[src/rtl/mult_seq_32bit_if.sv]
// rtl/mult_seq_32bit_if.sv - request/result and add/sub operand bus for the sequential multiplier
//
// Purpose: bundles the multiply request/result handshake and the operand/result
// lanes shared with the 32-bit add/sub stage.
// Ports (signals):
//   start, a[31:0], b[31:0]      request pulse and operands (into the multiplier)
//   busy, done, product[63:0]    status and result (out of the multiplier)
//   add_a, add_b[31:0], add_op   operands and opcode driven to the add/sub stage
//   add_res[31:0]                combinational sum returned by the add/sub stage
// Modports: slave = multiplier side, master = requester / environment side.

interface mult_seq_32bit_if;
  logic        start;
  logic [31:0] a;
  logic [31:0] b;
  logic        busy;
  logic        done;
  logic [63:0] product;
  logic [31:0] add_a;
  logic [31:0] add_b;
  logic        add_op;
  logic [31:0] add_res;

  modport slave (
    input  start, a, b, add_res,
    output busy, done, product, add_a, add_b, add_op
  );

  modport master (
    output start, a, b, add_res,
    input  busy, done, product, add_a, add_b, add_op
  );
endinterface

[src/rtl/mult_seq_32bit.sv]
// rtl/mult_seq_32bit.sv - sequential unsigned 32x32->64 shift-add multiplier
//
// Purpose: one shift-add iteration per clock using the shared add/sub stage,
// fixed 32-cycle latency from accepted start to done.
// Ports:
//   clk    rising-edge clock
//   reset  synchronous, active-high reset (priority over start)
//   bus    mult_seq_32bit_if.slave: start/a/b in, busy/done/product out,
//          add_a/add_b/add_op out to add/sub stage, add_res back from it

module mult_seq_32bit #(
  parameter int WIDTH = 32,
  parameter int CNT_W = 6
) (
  input  logic              clk,
  input  logic              reset,
  mult_seq_32bit_if.slave   bus
);

  typedef enum logic [1:0] {
    IDLE = 2'd0,
    CALC = 2'd1,
    DONE = 2'd2
  } state_t;

  state_t                 state;
  state_t                 state_next;
  logic [WIDTH-1:0]       m;
  logic [2*WIDTH-1:0]     p;
  logic [CNT_W-1:0]       cnt;
  logic                   load;
  logic                   last;
  logic                   carry;

  assign last = (cnt == CNT_W'(WIDTH - 1));

  // The add/sub stage has no carry-out; recover it from the operand and sum
  // MSBs: carry if both MSBs set, or one set and the sum MSB came out clear.
  assign carry = (p[2*WIDTH-1] & m[WIDTH-1]) |
                 ((p[2*WIDTH-1] | m[WIDTH-1]) & ~bus.add_res[WIDTH-1]);

  always_ff @(posedge clk) begin
    if (reset) begin
      state <= IDLE;
    end else begin
      state <= state_next;
    end
  end

  always_comb begin
    state_next = state;
    load       = 1'b0;
    case (state)
      IDLE, DONE: begin
        if (bus.start) begin
          load       = 1'b1;
          state_next = CALC;
        end
      end
      CALC: begin
        if (last) begin
          state_next = DONE;
        end
      end
      default: state_next = IDLE;
    endcase
  end

  always_ff @(posedge clk) begin
    if (reset) begin
      m   <= '0;
      p   <= '0;
      cnt <= '0;
    end else if (load) begin
      m   <= bus.a;
      p   <= {{WIDTH{1'b0}}, bus.b};
      cnt <= '0;
    end else if (state == CALC) begin
      // Low half holds the unconsumed multiplier bits; its LSB selects add-or-skip.
      if (p[0]) begin
        p <= {carry, bus.add_res, p[WIDTH-1:1]};
      end else begin
        p <= {1'b0, p[2*WIDTH-1:1]};
      end
      cnt <= cnt + 1'b1;
    end
  end

  assign bus.busy    = (state == CALC);
  assign bus.done    = (state == DONE);
  assign bus.product = p;
  assign bus.add_a   = p[2*WIDTH-1:WIDTH];
  assign bus.add_b   = m;
  assign bus.add_op  = 1'b0;

endmodule
[src/flat_wrapper.sv]
// flat-port wrapper written by rule: the top's interface ports become plain ports
module mult_seq_32bit_flat 
#(
  parameter int WIDTH = 32,
  parameter int CNT_W = 6
)
  (clk, reset, bus_start, bus_a, bus_b, bus_add_res, bus_busy, bus_done, bus_product, bus_add_a, bus_add_b, bus_add_op);
  mult_seq_32bit_if bus_i ();
  input  logic clk;
  input  logic reset;
  input wire logic [$bits(bus_i.start)-1:0] bus_start;
  input wire logic [$bits(bus_i.a)-1:0] bus_a;
  input wire logic [$bits(bus_i.b)-1:0] bus_b;
  input wire logic [$bits(bus_i.add_res)-1:0] bus_add_res;
  output wire logic [$bits(bus_i.busy)-1:0] bus_busy;
  output wire logic [$bits(bus_i.done)-1:0] bus_done;
  output wire logic [$bits(bus_i.product)-1:0] bus_product;
  output wire logic [$bits(bus_i.add_a)-1:0] bus_add_a;
  output wire logic [$bits(bus_i.add_b)-1:0] bus_add_b;
  output wire logic [$bits(bus_i.add_op)-1:0] bus_add_op;
  assign bus_i.start = bus_start;
  assign bus_i.a = bus_a;
  assign bus_i.b = bus_b;
  assign bus_i.add_res = bus_add_res;
  assign bus_busy = bus_i.busy;
  assign bus_done = bus_i.done;
  assign bus_product = bus_i.product;
  assign bus_add_a = bus_i.add_a;
  assign bus_add_b = bus_i.add_b;
  assign bus_add_op = bus_i.add_op;
  mult_seq_32bit #(.WIDTH(WIDTH), .CNT_W(CNT_W)) u_core (.clk(clk), .reset(reset), .bus(bus_i));
endmodule
[config.mk]
export PLATFORM = sky130hd
export DESIGN_NAME = mult_seq_32bit_flat
export DESIGN_NICKNAME = d
export VERILOG_FILES = /design/src/rtl/mult_seq_32bit_if.sv /design/src/rtl/mult_seq_32bit.sv /design/src/flat_wrapper.sv
export SDC_FILE = /design/constraint.sdc
export NUM_CORES = 1
export LEC_CHECK = 0
export CAP_MARGIN = 15
export CORE_ASPECT_RATIO = 0.5
export CORE_MARGIN = 2
export CORE_UTILIZATION = 35
export DETAILED_ROUTE_END_ITERATION = 10
export PLACE_DENSITY = 0.72
export SYNTH_ARGS = -nofsm -noshare
export SYNTH_HDL_FRONTEND = slang
export SYNTH_SLANG_ARGS = --single-unit
[constraint.sdc]
create_clock -name clk -period 1.79 [get_ports clk]
set_input_delay 0.358 -clock clk [delete_from_list [all_inputs] [get_ports clk]]
set_output_delay 0.358 -clock clk [all_outputs]
set_load 0.05 [all_outputs]
==> impl_metrics.csv, run 1 <==
group,metric,value,unit
power_and_ir_drop,p_leak,2.69,nW
timing,slew_viol_final,0,
placement,post-dp-hpwl,8860,µm
power_and_ir_drop,combPwrFrac,27.8,%
timing,tns,0,ns
clocking,cts-root-to-sink-buffers,2,
detailed_routing,totalWireLength,13100,µm
synthesis,synth_warnings,0,
worst_setup_path,crit_buf_inv,3,
worst_setup_path,path_class,"flop to primary output",
placement,gp_congestion,0.739,
power_and_ir_drop,seq_power_share,41.5,%
detailed_routing,drc,0,
power_and_ir_drop,p_int,4.16,mW
detailed_routing,firstDrtPassIters,5,
placement,place_ws,0.118,ns
global_routing,grt_max_degree,65,
synthesis,ys_types,31,
synthesis,synth_nets,608,
worst_setup_path,crit_chain,"nand2b_1 > inv_2 > buf_12 > buf_12",
timing,post-route-worst-setup-slack,0.113,ns
min_path,whs_endpoint,"u_core.state[1]",
global_routing,antenna_found_initial,0,
synthesis,synth_compound_area_share,19.7,%
detailed_routing,vias,4249,
detailed_routing,post_drt_wl_per_cell,15.2,µm
power_and_ir_drop,p_sw,2.03,mW
outcome,status,"complete, no violations",
finish,antennaDiodeCount,0,
clocking,cts_tree,"done",
floorplan,dieArea,13600,µm²
power_and_ir_drop,power_density,921,nW/µm²
finish,syn_to_final_growth,52.2,%
floorplan,initial_utilization,36.6,%
clocking,cts_sinks,104,
floorplan,design.core.area,12100,µm²
power_and_ir_drop,peakVddDrop,0.419,mV
worst_setup_path,critPathMaxFanout,14,
worst_setup_path,worst-path-stages,4,
finish,nets,789,
worst_setup_path,rr_endpoint,"u_core.bus.product[31]",
global_routing,grt_pass1_wl,20500,µm
worst_setup_path,r2r-start,"u_core.state[1]",
floorplan,io_pins,230,
worst_setup_path,rr_worst_depth,6,
clocking,htree_levels,3,
synthesis,postSynthAreaPerCell,8.69,µm²
clocking,cts_root_buffer,"clkbuf_16",
clocking,insertion_delay,0.34,ns
power_and_ir_drop,clockPowerShare,30.7,%
timing,min_period,1.68,ns
detailed_routing,via_per_inst,4.95,
finish,fin_area,6720,µm²
worst_setup_path,crit_path_end_kind,"primary output",
detailed_routing,drt_iter0_markers,400,
power_and_ir_drop,swShare,32.7,%
clocking,cts_buffers,9,
synthesis,ys_seq_area_share,47.2,%
worst_setup_path,cp.arrival,1.32,ns
timing,timing.final.crit_share,93.7,%
synthesis,synth_top_family_by_area,"compound AO/OA/AOI/OAI gates",
floorplan,die_y,83.4,µm
timing,rsz0062_at_grt,"false",
timing,finalHoldViolations,0,
min_path,worstHoldStart,"reset",
detailed_routing,antenna_left,0,
worst_setup_path,cpMostUsedCell,"buf_12",
synthesis,synth_xor_area_share,0.397,%
placement,place_area,6350,µm²
worst_setup_path,cp_top_family,"buffers and inverters",
worst_setup_path,max_stage_delay,0.39,ns
timing,setup_violations,0,
min_path,hold_path_class,"input pin to flop",
clocking,cts_resized,0,
worst_setup_path,rrSetupSlack,0.25,ns
synthesis,yosys.area.top_type,"dfxtp_1",
floorplan,die_w,163,µm
global_routing,grt_use_total,18.5,%
worst_setup_path,cp_slowest_cell,"dfxtp_1",
placement,port_buffers,228,
synthesis,yosys.area_share.simple,14.7,%
synthesis,synth_area,4420,µm²
synthesis,yosys.area.top_type_share,47.2,%
min_path,hold_depth,2,
clocking,clk_pin_slew,0.07,ns
timing,fmax,596,MHz
floorplan,rows,28,
timing,clock_skew,0.00388,ns
synthesis,synth_mux_area_share,7.28,%
finish,drive_above_1_share,24.6,%
synthesis,ys_seq_elements,104,
synthesis,syn-instance-count,508,
synthesis,synth_area_leaders,"dfxtp_1, a21oi_1, mux2i_1, buf_4, nand2_1",
worst_setup_path,cp-start-kind,"flop",
global_routing,overflow,0,
synthesis,synthAdderAreaFrac,0.283,%
global_routing,first_global_vias,3980,
worst_setup_path,worst_ep_required_time,1.43,ns
flow_run,drv_cap,0,
==> synth_stat cells <==
cell type  count
o32a_1         1
nand3b_1       2
clkbuf_1      12
inv_1          2
buf_1          6
a21oi_1       69
buf_4         35
ha_1           1
and2_1         1
or3_1          1
conb_1         1
mux2_2         1
o21ai_0        2
a21oi_2        1
or4_4          1
nor2_1        34
nand3_1       34
nor2b_1        2
nor4bb_1       1
nand2b_1       4
xor2_1         1
mux2i_1       31
buf_2         24
xnor2_1        1
dfxtp_1      104
or4_1          1
nand2_1       68
inv_2          1
a22oi_1       32
a211oi_1      31
o31ai_1        3
==> registers in the layout (all words and copies together), names as in the netlist <==
signal and cells:
u_core.bus.add_b 32, u_core.cnt 6, u_core.bus.product 64, u_core.state 2
==> worst max path at each step <==
stage                          startpoint                endpoint  slack, ns
after floorplan           u_core.state[1]                bus_busy       0.15
after global placement          bus_start   u_core.bus.product[0]       0.15
after detailed placement        bus_start  u_core.bus.product[22]       0.12
after CTS                 u_core.state[1]                bus_busy      0.006
after global routing      u_core.state[1]                bus_busy       0.01
final                     u_core.state[1]                bus_busy       0.11
==> cell families after synthesis <==
kind of cell | Yosys count
multiplexers | 32
flip-flops | 104
AO/OA/AOI/OAI | 139
buffers and inverters | 80
AND/OR/NAND/NOR | 149
XOR/XNOR | 2
adder cells (fa/ha/maj) | 1
other | 1
==> per-stage QoR <==
stage / power (mW) / util, % / std cells / hold slack, ns
6_report: 6.19 / 55.8 / 859 / 0.349
5_1_grt: 6.47 / 55.8 / 859 / 0.340
4_1_cts: 6.23 / 55.4 / 855 / 0.339
3_5_place_dp: 4.30 / 52.7 / 838 / 0.450
3_3_place_gp: 4.29 / 52.7 / 838 / 0.442
2_1_floorplan: 3.70 / - / 508 / 0.458
==> cell type report <==
| type | count | area [µm²] |
|---|---|---|
| Clock buffer | 14 | 274 |
| Tap cell | 165 | 206 |
| Sequential cell | 104 | 2080 |
| Timing Repair Buffer | 247 | 2250 |
| Inverter | 3 | 11.3 |
| Clock inverter | 2 | 12.5 |
| Multi-Input combinational cell | 324 | 1880 |
| Fill cell | 1120 | 5330 |
==> cell usage in the layout (no fill, tap or decap), drive strengths merged, types with 2 or more instances in the layout <==
cell	n
a211oi	31
a21oi	70
a22oi	32
buf	148
clkbuf	15
clkdlybuf4s50	97
dfxtp	104
inv	3
mux2i	31
nand2	68
nand2b	4
nand3	34
nand3b	2
nor2	34
nor2b	2
o21ai	2
o31ai	3
or4	2
==> power by group through the flow <==
stage	logic (mW)	registers (mW)	clock network, mW
after floorplan	0.640	3.06	0
after global placement	1.67	2.62	0
after detailed placement	1.68	2.62	0
after CTS	1.71	2.57	1.95
after global routing	1.82	2.59	2.06
final	1.72	2.57	1.90
==> metal layers <==
layer | vias to the layer above | global-route usage (%) | routed length, µm
met5 | - | 0 | 0
met4 | 0 | 5.31 | 212
met3 | 21 | 5.00 | 813
met2 | 131 | 30.4 | 6230
met1 | 1993 | 23.7 | 5820
li1 | 2104 | - | -
==> timing repair <==
action | CTS | global route
buffers inserted | 0 | 3
setup endpoints to repair | 1 | 1
hold buffers | 0 | 0
cloned | 1 | 1
(Power assumes the default switching activity.)
==> inputs of run 2 (changes only) <==
ABC_AREA = 0   (was default)
CTS_CLUSTER_SIZE = 10   (was default)
GPL_TIMING_DRIVEN = 0   (was default)
==> run 2 against run 1 <==
  * Clock-buffer cell count shrank 3
  * Critical path depth shrank 2
  * Sequential power is essentially flat
  * Total power grew 0.63%
  * Global-route usage grew 1.5 points
  * Critical path type unchanged
==> impl_metrics.csv, run 2 (synthesis results as in run 1) <==
group,metric,value,unit
outcome,status,"complete, no violations",
clocking,htree_levels,3,
worst_setup_path,path_class,"flop to primary output",
timing,slew_headroom,64.2,%
detailed_routing,firstDrtPassIters,4,
clocking,hold_buffers,0,
finish,drive_above_1_share,11.5,%
power_and_ir_drop,peakVddDrop,0.583,mV
timing,rsz0062_at_grt,"false",
timing,min_period,1.74,ns
detailed_routing,totalWireLength,13900,µm
timing,setup_violations,0,
floorplan,initial_utilization,36.6,%
finish,final_cell_mix,"dlygate4sd2_1, dfxtp_1, clkdlybuf4s50_1",
placement,place_area,6900,µm²
floorplan,io_pins,230,
detailed_routing,drt_iter0_markers,316,
finish,final_util,58.4,%
finish,syn_to_final_growth,59.5,%
floorplan,die_w,163,µm
clocking,cts_buffers,9,
global_routing,first_global_vias,4197,
floorplan,die_y,83.4,µm
global_routing,antenna_found_initial,0,
detailed_routing,vias,4454,
detailed_routing,drc,0,
global_routing,grt_pass1_wl,21800,µm
flow_run,drv_cap,0,
power_and_ir_drop,power_density,885,nW/µm²
timing,slew_viol_final,0,
placement,post-dp-hpwl,10600,µm
clocking,cts_root_buffer,"clkbuf_16",
detailed_routing,antenna_left,0,
worst_setup_path,critPathMaxFanout,4,
timing,fmax,574,MHz
clocking,cts-root-to-sink-buffers,2,
worst_setup_path,cp-start-kind,"flop",
worst_setup_path,cp.arrival,1.39,ns
worst_setup_path,worst_ep_required_time,1.43,ns
finish,antennaDiodeCount,0,
timing,finalHoldViolations,0,
worst_setup_path,crit_path_end_kind,"primary output",
detailed_routing,post_drt_wl_per_cell,15.2,µm
floorplan,rows,28,
global_routing,grt_use_total,19.9,%
floorplan,design.core.area,12100,µm²
floorplan,dieArea,13600,µm²
timing,timing.final.crit_share,97.4,%
clocking,cts_sinks,104,
power_and_ir_drop,p_leak,3.14,nW
clocking,clk_pin_slew,0.07,ns
placement,gp_congestion,0.814,
clocking,insertion_delay,0.34,ns
finish,nets,846,
finish,fin_area,7040,µm²
placement,port_buffers,228,
clocking,cts_tree,"done",
global_routing,grt_max_degree,18,
timing,tightest_slew,0.540,ns
finish,largest_register_ffs,64,
min_path,hold_path_class,"flop to flop",
finish,final_common_cell,"dlygate4sd2_1",
timing,clock_skew,0.00752,ns
detailed_routing,via_per_inst,4.86,
clocking,postCtsSetupRepairBufs,0,
global_routing,overflow,0,
finish,fillerInstances,1180,
## run 2: changes by cell type in the layout (fill, tap and decap cells not counted), moves of 4 or more
cell / change
dlygate4sd2_1: +121
clkbuf_2: +7
clkbuf_1: +8
buf_1: +4
buf_4: -102
clkdlybuf4s15_1: +5
buf_2: +23
buf_12: -9
## run 2: path summary, 6_finish.rpt
check / end / depth (start not counted) / slack (ns) / from
max: bus_product[41] / 2 / 0.05 / u_core.bus.product[41]
min: u_core.bus.add_b[18] / 2 / 0.45 / u_core.bus.add_b[18]
max reg2reg: u_core.bus.product[51] / 5 / 0.24 / u_core.state[0]
min reg2reg: u_core.bus.add_b[18] / 2 / 0.45 / u_core.bus.add_b[18]
## run 2: layout make-up
class,count,area [µm²],area share [%]
Buffer,76,452,6.42
Clock buffer,11,243,3.45
Clock inverter,5,56.3,0.800
Inverter,3,16.3,0.231
Multi-Input combinational cell,324,1870,26.6
Sequential cell,104,2080,29.6
Tap cell,165,206,2.93
Timing Repair Buffer,228,2110,30.0
## run 2: metrics by stage
stage          TNS, ns  hold slack [ns]  instances  setup WS, ns  power, mW
6_report             0            0.453        916        0.0467       6.23
2_1_floorplan        0            0.458        508         0.155       3.70
5_1_grt              0            0.474        916      0.000778       6.47
3_3_place_gp    -17.04            0.441        901        -0.603       4.39
3_5_place_dp    -16.68            0.448        901        -0.610       4.41
4_1_cts              0            0.455        916        0.0111       6.27
## run 2: where the power goes
group          switching [mW]  internal, mW  leakage, nW
Clock                   0.876          1.12        0.145
Sequential              0.103          2.45        0.852
Combinational            1.09         0.588         2.14
Total                    2.06          4.16         3.14
## run 2: critical path, stage by stage (launching register included)
cell and delay (ns):
dfxtp_1 0.40, buf_4 0.13, dlygate4sd2_1 0.51
## run 2: timing repair
| action | CTS | global route |
|---|---|---|
| gates resized for setup | 137 | 17 |
| setup endpoints to repair | 130 | 19 |
| pin swaps | 0 | 0 |
## run 2: layer usage
metal / share of wire, % / global-route usage (%)
met1: 45 / 24.8
met2: 47 / 34.0
met3: 6.9 / 5.79
met4: 1.3 / 4.67
met5: 0 / 0
